[src/rtl/lcd_pkg.sv]
// Shared types and HD44780 command constants for the LCD frame writer.
package lcd_pkg;

  typedef enum logic [2:0] {
    ST_IDLE,
    ST_LOAD,
    ST_ISSUE,
    ST_WAIT_WRITE,
    ST_DELAY,
    ST_READY
  } lcd_state_e;

  localparam logic [7:0] LCD_CMD_FUNC_4BIT  = 8'h02;
  localparam logic [7:0] LCD_CMD_FUNC_2LINE = 8'h28;
  localparam logic [7:0] LCD_CMD_DISP_ON    = 8'h0C;
  localparam logic [7:0] LCD_CMD_ENTRY_INC  = 8'h06;
  localparam logic [7:0] LCD_CMD_CLEAR      = 8'h01;
  localparam logic [7:0] LCD_CMD_SET_DDRAM  = 8'h80;

  localparam int INIT_LEN = 5;

  // Rows 2/3 continue the DDRAM lines of rows 0/1, offset by one row width.
  function automatic logic [7:0] lcd_row_addr(input int r, input int cols);
    int off;
    off = (r & 1) * 'h40 + (r >> 1) * cols;
    return LCD_CMD_SET_DDRAM | off[7:0];
  endfunction

endpackage

[src/rtl/lcd_us_timer.sv]
// Loadable down-counter; o_done is high while the count sits at zero.
module lcd_us_timer #(
  parameter int W = 8
) (
  input  logic         clk_1MHz,
  input  logic         rst_n,
  input  logic         i_load,
  input  logic [W-1:0] i_val,
  output logic         o_done
);

  logic [W-1:0] r_cnt;

  always_ff @(posedge clk_1MHz or negedge rst_n) begin
    if (!rst_n)            r_cnt <= '0;
    else if (i_load)       r_cnt <= i_val;
    else if (r_cnt != '0)  r_cnt <= r_cnt - 1'b1;
  end

  assign o_done = (r_cnt == '0);

endmodule

[src/rtl/lcd_frame_writer.sv]
// Drives a ROWS x COLS character LCD through the byte write engine:
// one-time init, then full-frame writes on request or periodic refresh.
module lcd_frame_writer import lcd_pkg::*; #(
  parameter int ROWS           = 2,
  parameter int COLS           = 16,
  parameter int DELAY_US       = 50,
  parameter int CLEAR_DELAY_US = 2000,
  parameter int AUTO_REFRESH   = 0,
  parameter int REFRESH_US     = 100000
) (
  input  logic                 clk_1MHz,
  input  logic                 rst_n,
  input  logic                 ena,
  input  logic                 update,
  input  logic [ROWS*COLS*8-1:0] text,
  input  logic                 done_write,
  output logic [7:0]           data,
  output logic                 cmd_data,
  output logic                 ena_write,
  output logic                 busy,
  output logic                 ready
);

  localparam int NCH  = ROWS * COLS;
  localparam int CW   = $clog2(NCH);
  localparam int TMAX = (CLEAR_DELAY_US > REFRESH_US) ? CLEAR_DELAY_US : REFRESH_US;
  localparam int TW   = $clog2(TMAX + 1);

  lcd_state_e             r_state, w_next;
  logic                   r_init;
  logic [2:0]             r_istep;
  logic [2:0]             r_row;
  logic [5:0]             r_col;   // 0 = row address command, 1..COLS = characters
  logic                   r_pending;
  logic [NCH-1:0][7:0]    r_shadow;
  logic [7:0]             r_data;
  logic                   r_cmd;
  logic                   r_ena_write;

  logic                   w_last, w_frame_start;
  logic                   w_tmr_load, w_tmr_done;
  logic [TW-1:0]          w_tmr_val;
  logic [7:0]             w_byte;
  logic                   w_byte_cmd;
  logic [CW-1:0]          w_char_sel;

  assign w_last        = !r_init && (r_row == 3'(ROWS-1)) && (r_col == 6'(COLS));
  assign w_frame_start = !r_init && (r_row == 3'd0) && (r_col == 6'd0);
  // First character of the frame lives in the top byte of text.
  assign w_char_sel    = CW'(NCH - int'(r_row) * COLS - int'(r_col));

  always_comb begin
    w_byte     = 8'h00;
    w_byte_cmd = 1'b0;
    if (r_init) begin
      unique case (r_istep)
        3'd0:    w_byte = LCD_CMD_FUNC_4BIT;
        3'd1:    w_byte = LCD_CMD_FUNC_2LINE;
        3'd2:    w_byte = LCD_CMD_DISP_ON;
        3'd3:    w_byte = LCD_CMD_ENTRY_INC;
        default: w_byte = LCD_CMD_CLEAR;
      endcase
    end else if (r_col == 6'd0) begin
      w_byte = lcd_row_addr(int'(r_row), COLS);
    end else begin
      w_byte     = r_shadow[w_char_sel];
      w_byte_cmd = 1'b1;
    end
  end

  always_comb begin
    w_next     = r_state;
    w_tmr_load = 1'b0;
    w_tmr_val  = '0;
    unique case (r_state)
      ST_IDLE:       if (ena) w_next = ST_LOAD;
      ST_LOAD:       w_next = ST_ISSUE;
      ST_ISSUE:      w_next = ST_WAIT_WRITE;
      ST_WAIT_WRITE: if (done_write) begin
        w_next     = ST_DELAY;
        w_tmr_load = 1'b1;
        w_tmr_val  = (!r_cmd && r_data == LCD_CMD_CLEAR) ? TW'(CLEAR_DELAY_US - 1)
                                                         : TW'(DELAY_US - 1);
      end
      ST_DELAY:      if (w_tmr_done) begin
        if (w_last) begin
          // READY lasts REFRESH_US counted cycles plus the expiry cycle.
          w_next     = ST_READY;
          w_tmr_load = 1'b1;
          w_tmr_val  = TW'(REFRESH_US);
        end else begin
          w_next = ST_LOAD;
        end
      end
      ST_READY:      if (update || r_pending || (AUTO_REFRESH != 0 && w_tmr_done))
                       w_next = ST_LOAD;
      default:       w_next = ST_IDLE;
    endcase
  end

  lcd_us_timer #(.W(TW)) u_timer (
    .clk_1MHz (clk_1MHz),
    .rst_n    (rst_n),
    .i_load   (w_tmr_load),
    .i_val    (w_tmr_val),
    .o_done   (w_tmr_done)
  );

  always_ff @(posedge clk_1MHz or negedge rst_n) begin
    if (!rst_n) begin
      r_state     <= ST_IDLE;
      r_init      <= 1'b0;
      r_istep     <= '0;
      r_row       <= '0;
      r_col       <= '0;
      r_pending   <= 1'b0;
      r_shadow    <= '0;
      r_data      <= 8'h00;
      r_cmd       <= 1'b0;
      r_ena_write <= 1'b0;
    end else begin
      r_state     <= w_next;
      r_ena_write <= (r_state == ST_ISSUE);
      case (r_state)
        ST_IDLE: if (ena) begin
          r_init  <= 1'b1;
          r_istep <= '0;
        end
        ST_LOAD: begin
          r_data <= w_byte;
          r_cmd  <= w_byte_cmd;
          if (w_frame_start) r_shadow <= text;
        end
        ST_DELAY: if (w_tmr_done && !w_last) begin
          if (r_init) begin
            if (r_istep == 3'(INIT_LEN-1)) begin
              r_init <= 1'b0;
              r_row  <= '0;
              r_col  <= '0;
            end else begin
              r_istep <= r_istep + 1'b1;
            end
          end else if (r_col == 6'(COLS)) begin
            r_col <= '0;
            r_row <= r_row + 1'b1;
          end else begin
            r_col <= r_col + 1'b1;
          end
        end
        ST_READY: if (w_next == ST_LOAD) begin
          r_init <= 1'b0;
          r_row  <= '0;
          r_col  <= '0;
        end
        default: ;
      endcase
      if (r_state == ST_READY && w_next == ST_LOAD) r_pending <= 1'b0;
      else if (update && busy)                      r_pending <= 1'b1;
    end
  end

  assign data      = r_data;
  assign cmd_data  = r_cmd;
  assign ena_write = r_ena_write;
  assign busy      = (r_state != ST_IDLE) && (r_state != ST_READY);
  assign ready     = (r_state == ST_READY);

endmodule

[config.mk]
export PLATFORM = sky130hd
export DESIGN_NAME = lcd_frame_writer
export DESIGN_NICKNAME = d
export VERILOG_FILES = /design/src/rtl/lcd_pkg.sv /design/src/rtl/lcd_us_timer.sv /design/src/rtl/lcd_frame_writer.sv
export SDC_FILE = /design/constraint.sdc
export NUM_CORES = 1
export LEC_CHECK = 0
export CORE_MARGIN = 1
export CORE_UTILIZATION = 40
export CTS_CLUSTER_SIZE = 30
export DETAILED_ROUTE_END_ITERATION = 6
export PLACE_DENSITY = 0.69
export REMOVE_ABC_BUFFERS = 1
export SETUP_SLACK_MARGIN = 0.1
export SYNTH_ARGS = -nofsm -noshare
export SYNTH_HDL_FRONTEND = slang
export SYNTH_SLANG_ARGS = --single-unit
[constraint.sdc]
create_clock -name clk_1MHz -period 7 [get_ports clk_1MHz]
set_input_delay 1.4 -clock clk_1MHz [delete_from_list [all_inputs] [get_ports clk_1MHz]]
set_output_delay 1.4 -clock clk_1MHz [all_outputs]
set_load 0.03 [all_outputs]
### Word level (Yosys, flattened, before mapping)

Cells that the tools add are included.

* add/sub/neg operators: 7
* equality and inequality tests: 21
* order comparisons: 1
* muxes and demuxes: 49
* reductions and logical operators: 30

Operators by type and width (count)
* 2-to-1 mux 17 bit: 4
* 2-to-1 mux 3 bit: 14
* binary-select mux 8 bit (select 5 bit): 1
* one-hot mux 17 bit (2 select lines): 1
* 2-to-1 mux 6 bit: 5
* 2-to-1 mux 8 bit: 3
* one-hot mux 6 bit (4 select lines): 1
* 2-to-1 mux 11 bit: 2
* one-hot mux 3 bit (6 select lines): 1
* zero test 17 bit: 1
* nonzero test 17 bit: 1
* subtractor 17 x 1 -> 17 bit, second input constant: 1
* == test 3 x 1 -> 1 bit, second input constant: 4
* == test 3 x 2 -> 1 bit, second input constant: 4
* 2-to-1 mux 1 bit: 12
* one-hot mux 3 bit (2 select lines): 2
* one-hot mux 6 bit (2 select lines): 1
* AND reduction 5 bit: 2
* == test 3 bit, second input constant: 3
* logical AND 1 bit: 9
* zero test 3 bit: 3
* inequality test 3 bit, second input constant: 3
* == test 8 x 1 -> 1 bit, second input constant: 1
* inequality test 2 bit, second input constant: 4
* other kinds (17): 25

* bits in registers: 300

### Longest topological paths before layout

Gate-level depths: netlist of the first run.

* depth in word-level cells: 9
* mapped depth: 16
* gate-level depth less buffers: 9

### By module

From an unflattened synthesis of the first run, not the netlist that was laid out.

* cells, all modules: 1038
* area, all modules: 14430.1 sq um

By module, submodules not included
* lcd_frame_writer: area an instance 13351.6 sq um, times used 1, cells an instance 925
* lcd_us_timer: area an instance 1078.5 sq um, times used 1, cells an instance 113

### Worst setup path before layout of the first run

Ideal clock, no wire load.

* kind: register to register
* start point: register r_col[0]
* end point: register r_data[4], in the netlist data[4]
* slack: 3.079 ns
* period minus slack after synthesis: 3.921 ns
* setup time: 0.132 ns
* arrival time: 3.788 ns
* stages on the path, launching flop included: 13
* path through: dfrtp_1 -> buf_2 -> buf_2 -> buf_2 -> buf_1 -> inv_1 -> ha_1 -> clkbuf_1 -> clkbuf_1 -> clkbuf_1 -> mux4_2 -> a2111oi_0 -> o31ai_1

* word-level cells in the longest chain between the ends: 5

RTL lines
* start, declared: RTL line lcd_frame_writer.sv:33 `logic [5:0] r_col;`
* start signal, assigned: RTL line lcd_frame_writer.sv:147 `r_col <= r_col + 1'b1;`
* subtractor 5 bit: RTL line lcd_frame_writer.sv:50 `assign w_char_sel = CW'(NCH - int'(r_row) * COLS - int'(r_col));`
* binary-select mux 8 bit (select 5 bit): RTL line lcd_frame_writer.sv:66 `w_byte = r_shadow[w_char_sel];`
* 2-to-1 mux 8 bit (implied by the code): RTL line lcd_frame_writer.sv:66
* 2-to-1 mux 8 bit (*): RTL line lcd_frame_writer.sv:63 `end else if (r_col == 6'd0) begin`
* 2-to-1 mux 8 bit (*): RTL line lcd_frame_writer.sv:55 `if (r_init) begin`
* end signal, assigned: RTL line lcd_frame_writer.sv:130 `r_data <= w_byte;`
* end, declared: RTL line lcd_frame_writer.sv:36 `logic [7:0] r_data;`

Mark *: on every way between the ends. The rest lies on a longest branch, timed or not. The select of a mux whose other input is x is not followed.
A chain may end at the register's enable or synchronous reset.

### Final worst setup path of the first run

Ends and elaborated chain as after synthesis.

==> flow_summary.yaml, run 1 <==
yosys:
  avgSynthCellArea_um2: 9.16
  synth-seq-cells: 300
  synth_compound_area_share_pct: 5.54
  synth_top_family_by_area: "simple AND/OR/NAND/NOR gates"
  yosysWarnings: 0
  synth_cell_types: 69
  synth_ff_type: "dfrtp_1"
  synthMuxAreaShare_pct: 10.7
  ys_async_sr_fraction_pct: 100
  synth_fa_ha_area_share_pct: 1.40
  synth_edf_count: 0
  synth-simple-area-share_pct: 26.2
  syn_inst: 1564
  synth_sequential_area_ratio_pct: 52.4
  synth_area_mm2: 0.0143
  synthXorXnorAreaFrac_pct: 0.769
clock_network:
  post_cts_buffers: 0
  path_clk_slew_ns: 0.06
  cts.sinks: 300
  cts-buffers-inserted: 35
  clk_path_buf_depth: 3
  cts_root_buf: "clkbuf_16"
  cts_tree: "built"
  h-tree-depth: 2
  cts_resized: 0
  worst_skew_pair.late_latency_ns: 0.53
  holdBufCountCts: 0
timing:
  final.setup.worst_slack_ns: 2.84
  timing.fmax_mhz: 241
  period_share_pct: 59.4
  drv_slew: 0
  hold_viol: 0
  rsz0062_at_grt: "no"
  min_period_ns: 4.16
  tightest_slew_ns: 1.17
  maxSlewHeadroom_pct: 21.8
  skew_ns: 0.0166
  setup_viol: 0
  setup_tns_ns: 0
floorplanning:
  die_h_um: 191
  core-area_mm2: 0.0349
  die_w_um: 191
  fp-row-count: 68
  start_util_pct: 41.1
  die_area_mm2: 0.0366
  ios: 273
global_route:
  first_global_vias: 12233
  grt_pass1_wl_um: 63900
  track_usage_pct: 22.5
  grt_start_max_net_pins: 186
  antenna_found_initial: 0
  grt_overflow_total: 0
layout:
  drive_gt1_share_pct: 7.69
  finalNetCount: 2074
  mostFrequentLayoutCells: "nand2_1 (801), dfrtp_1 (299), clkdlybuf4s50_1 (271)"
  final_common_cell: "nand2_1"
  utilization_pct: 53.2
  syn2layout_area_growth_pct: 29.5
detailed_routing:
  first_iter_violations: 837
  dr.pass1.iters: 5
  routedWlPerCell_um: 17.7
  ant_nets: 0
  viasPerCell: 5.22
  num_vias: 11883
  drc: 0
  routed_wl_um: 40300
place:
  port_buffers: 272
  place.gp.congestion: 0.864
  pre_cts_ws_ns: 2.93
  hpwl_um: 28100
run_status:
  status: "completed"
setup_path:
  crit_type: "flip-flop to flip-flop"
  crit_arrival_ns: 4.52
  crit_required_ns: 7.36
  crit_path_top_delay_cell: "dfrtp_4"
  end_kind: "flip-flop"
  critPathLaunchType: "flip-flop"
  slowest_delay_ns: 0.90
  crit_chain: "inv_1 -> ha_2 -> inv_1 -> ha_1 -> buf_4 -> inv_1 -> nor2_1 -> a22o_1 -> a2111oi_0 -> o31ai_1"
  crit_top_cell: "inv_1"
  path_max_fanout: 39
power_and_ir_drop:
  p_leak_nw: 7.74
  pwr_density_cell_mw_per_mm2: 303
  max-vdd-ir-drop_mv: 0.221
run:
  max-cap-violations: 0
worst_hold_path:
  hold_class: "flip-flop to flip-flop"
## cells in the mapped netlist, types with 8 or more instances
library cell  instances  share of area (%)
clkbuf_1             76                2.0
inv_1                22               0.58
buf_2                 9               0.31
mux2i_1              28                2.0
o21ai_0              18               0.63
ha_1                 16                1.4
nand3_1              22               0.77
or3_1                 8               0.35
a21oi_1              16               0.56
a221oi_1              9               0.55
dfrtp_1             300                 52
nand2_1             801                 21
mux4_2               52                8.2
nand4_1               8               0.35
nor3_1               17               0.59
nor2_1               28               0.73
## final cells by class
cell class / instances / area (um^2)
fillers: 3183 / 16300
flip-flops and latches: 300 / 7510
multi-input cells: 1154 / 6420
repair buffers: 284 / 2830
clock buffers: 45 / 953
well taps: 455 / 569
clock inverters: 15 / 179
inverters: 22 / 82.6
diodes: 1 / 2.50
## flip-flops by register name (all words and copies together) (netlist names), 3 cells and up
register,count
r_state,3
r_col,6
r_row,3
r_istep,3
data,8
u_timer.r_cnt,17
r_shadow,256
## per-stage QoR
stage                     power, mW  std cells  hold WS [ns]  instance area, um^2
after floorplan                3.14       1476         0.431                14000
after global placement         3.81       2215         0.444                17400
after detailed placement       3.85       2215         0.451                17400
after CTS                      5.66       2275         0.464                18500
after global routing           5.91       2275         0.482                18500
final                          5.63       2276         0.460                18500
## per-layer routing
| layer | routed length [um] | up-vias | global-route usage (%) |
|---|---|---|---|
| li1 | - | 5636 | - |
| met1 | 16900 | 5807 | 29.2 |
| met2 | 19900 | 387 | 38.1 |
| met3 | 2500 | 53 | 4.24 |
| met4 | 983 | 0 | 6.56 |
| met5 | 0 | - | 0 |
## logic make-up after synthesis
family / Yosys count
xor gates and xnor gates: 11
buffers and inverters: 110
adders and majority gates: 16
DFF: 300
muxes: 87
AOI/OAI and AO/OA: 109
and+or+nand+nor: 931
## worst paths after layout
| kind | start | slack (ns) | depth (start not counted) | endpoint |
|---|---|---|---|---|
| max | r_col[0]$_DFFE_PN0P_ | 2.84 | 10 | data[4]$_DFFE_PN0P_ |
| min | r_shadow[146]$_DFFE_PN0P_ | 0.46 | 2 | r_shadow[146]$_DFFE_PN0P_ |
| max reg2reg | r_col[0]$_DFFE_PN0P_ | 2.84 | 10 | data[4]$_DFFE_PN0P_ |
| min reg2reg | r_shadow[146]$_DFFE_PN0P_ | 0.46 | 2 | r_shadow[146]$_DFFE_PN0P_ |
| max in group asynchronous | rst_n | 4.62 | 2 | r_col[0]$_DFFE_PN0P_ |
| min in group asynchronous | rst_n | 0.84 | 1 | r_shadow[37]$_DFFE_PN0P_ |
## critical path, delay by kind of cell (launching register included)
| family | cells | cell delay, ns |
|---|---|---|
| adders and majority gates | 2 | 0.49 |
| AOI/OAI and AO/OA | 3 | 1.25 |
| DFF | 1 | 0.90 |
| buffers and inverters | 4 | 1.06 |
| and+or+nand+nor | 1 | 0.27 |
## power breakdown
part / internal, mW / total (mW) / leakage, nW / switching [mW]
clock network: 1.05 / 1.80 / 0.557 / 0.744
registers: 1.96 / 2.16 / 2.80 / 0.203
logic: 0.701 / 1.67 / 4.38 / 0.972
Power figures use the tool's default switching activity.
==> inputs of run 2 (changes only) <==
--- a/config.mk
+++ b/config.mk
@@ -9,7 +9,7 @@
 export CORE_UTILIZATION = 40
 export CTS_CLUSTER_SIZE = 30
 export DETAILED_ROUTE_END_ITERATION = 6
-export PLACE_DENSITY = 0.69
+export PLACE_DENSITY = 0.72
 export REMOVE_ABC_BUFFERS = 1
 export SETUP_SLACK_MARGIN = 0.1
 export SYNTH_ARGS = -nofsm -noshare
==> constraint.sdc (replaced) <==
create_clock -name clk_1MHz -period 3.5 [get_ports clk_1MHz]
set_input_delay 0.7 -clock clk_1MHz [delete_from_list [all_inputs] [get_ports clk_1MHz]]
set_output_delay 0.7 -clock clk_1MHz [all_outputs]
set_load 0.03 [all_outputs]
==> flow_summary.yaml, run 2 (synthesis results as in run 1) <==
run_status:
  status: "completed"
timing:
  final.setup.worst_slack_ns: 0.391
  rsz0062_at_grt: "no"
  period_share_pct: 88.8
  min_period_ns: 3.11
  skew_ns: 0.0177
  setup_tns_ns: 0
  tightest_slew_ns: 0.838
  timing.hold.ws_ns: 0.172
  timing.fmax_mhz: 322
  drv_slew: 0
  hold_viol: 0
  maxSlewHeadroom_pct: 44.1
  setup_viol: 0
power_and_ir_drop:
  power.total_mw: 11.4
  max-vdd-ir-drop_mv: 0.655
  pwr_density_cell_mw_per_mm2: 608
  p_leak_nw: 7.88
setup_path:
  end_kind: "flip-flop"
  path_max_fanout: 8
  crit_arrival_ns: 3.52
  critPathLaunchType: "flip-flop"
  ff2ff_path_depth: 5
  crit_type: "flip-flop to flip-flop"
  crit_required_ns: 3.91
clock_network:
  post_cts_buffers: 0
  clk_path_buf_depth: 3
  cts_resized: 0
  h-tree-depth: 2
  holdBufCountCts: 0
  worst_skew_pair.late_latency_ns: 0.53
  cts_root_buf: "clkbuf_16"
  cts-buffers-inserted: 35
  path_clk_slew_ns: 0.06
  cts_tree: "built"
  cts.sinks: 300
place:
  port_buffers: 272
  postPlaceCellArea_mm2: 0.0176
  place.gp.congestion: 0.895
  hpwl_um: 29000
  dp_cells: 2233
  pre_cts_ws_ns: 0.440
layout:
  regMostFlops: "r_shadow"
  stdcell_area_mm2: 0.0188
  largest_reg_flops: 256
  mostFrequentLayoutCells: "nand2_1 (801), dfrtp_1 (299), clkdlybuf4s50_1 (271)"
  finalNetCount: 2092
  drive_gt1_share_pct: 8.81
  fin_cells: 2294
  syn2layout_area_growth_pct: 31.3
  utilization_pct: 53.9
  final_common_cell: "nand2_1"
  num_antenna_cells: 0
detailed_routing:
  drc: 0
  num_vias: 11954
  ant_nets: 0
  dr.pass1.iters: 5
  viasPerCell: 5.21
  first_iter_violations: 797
  routed_wl_um: 40600
  routedWlPerCell_um: 17.7
floorplanning:
  ios: 273
  die_w_um: 191
  core-area_mm2: 0.0349
  fp-row-count: 68
  die_area_mm2: 0.0366
  die_h_um: 191
  start_util_pct: 41.1
global_route:
  grt_pass1_wl_um: 63400
  grt_start_max_net_pins: 174
  first_global_vias: 11880
  antenna_found_initial: 0
  track_usage_pct: 22.4
  grt_overflow_total: 0
worst_hold_path:
  hold_class: "primary input to asynchronous set/reset pin"
run:
  max-cap-violations: 0
-- run 2: cell types whose count changed in the layout (fill, tap and decap cells not counted), moves of 2 or more --
cell      delta
buf_4       +12
clkbuf_1     -3
clkinv_8     -2
buf_12       +6
clkbuf_8     +6
-- run 2: per-layer routing --
metal	wire length [um]	GRT usage (%)
met1	17600	30.4
met2	19900	37.7
met3	2270	3.14
met4	844	5.77
met5	0	0
-- run 2: area by class of cell --
class | instances | area [um^2]
multi-input combinational | 1154 | 6420
fill | 3144 | 16100
clock inverter | 13 | 158
clock buffer | 48 | 1020
inverter | 22 | 82.6
timing repair buffer | 302 | 3040
tap | 455 | 569
sequential | 300 | 7510
-- run 2: path summary, 6_finish.rpt --
check | slack [ns] | endpoint | startpoint
worst max-delay path | 0.39 | r_col[0]$_DFFE_PN0P_ | u_timer.r_cnt[5]$_DFFE_PN0P_
worst min-delay path | 0.17 | r_shadow[61]$_DFFE_PN0P_ | rst_n
worst max register to register | 0.39 | r_col[0]$_DFFE_PN0P_ | u_timer.r_cnt[5]$_DFFE_PN0P_
worst min register to register | 0.46 | r_shadow[186]$_DFFE_PN0P_ | r_shadow[186]$_DFFE_PN0P_
max in group asynchronous | 2.46 | r_shadow[62]$_DFFE_PN0P_ | rst_n
min in group clk_1MHz | 0.46 | r_shadow[186]$_DFFE_PN0P_ | r_shadow[186]$_DFFE_PN0P_
-- run 2: worst max-delay path, stage by stage (launching register included) --
cell and delay [ns]:
dfrtp_1 0.41, or4_4 0.58, or4b_1 0.64, or4_4 0.58
a2111o_1 0.57, a21o_1 0.22
-- run 2: power breakdown --
part           internal [mW]  switching (mW)  total (mW)
combinational           1.49            1.91        3.40
sequential              3.91           0.396        4.31
clock                   2.22            1.51        3.73
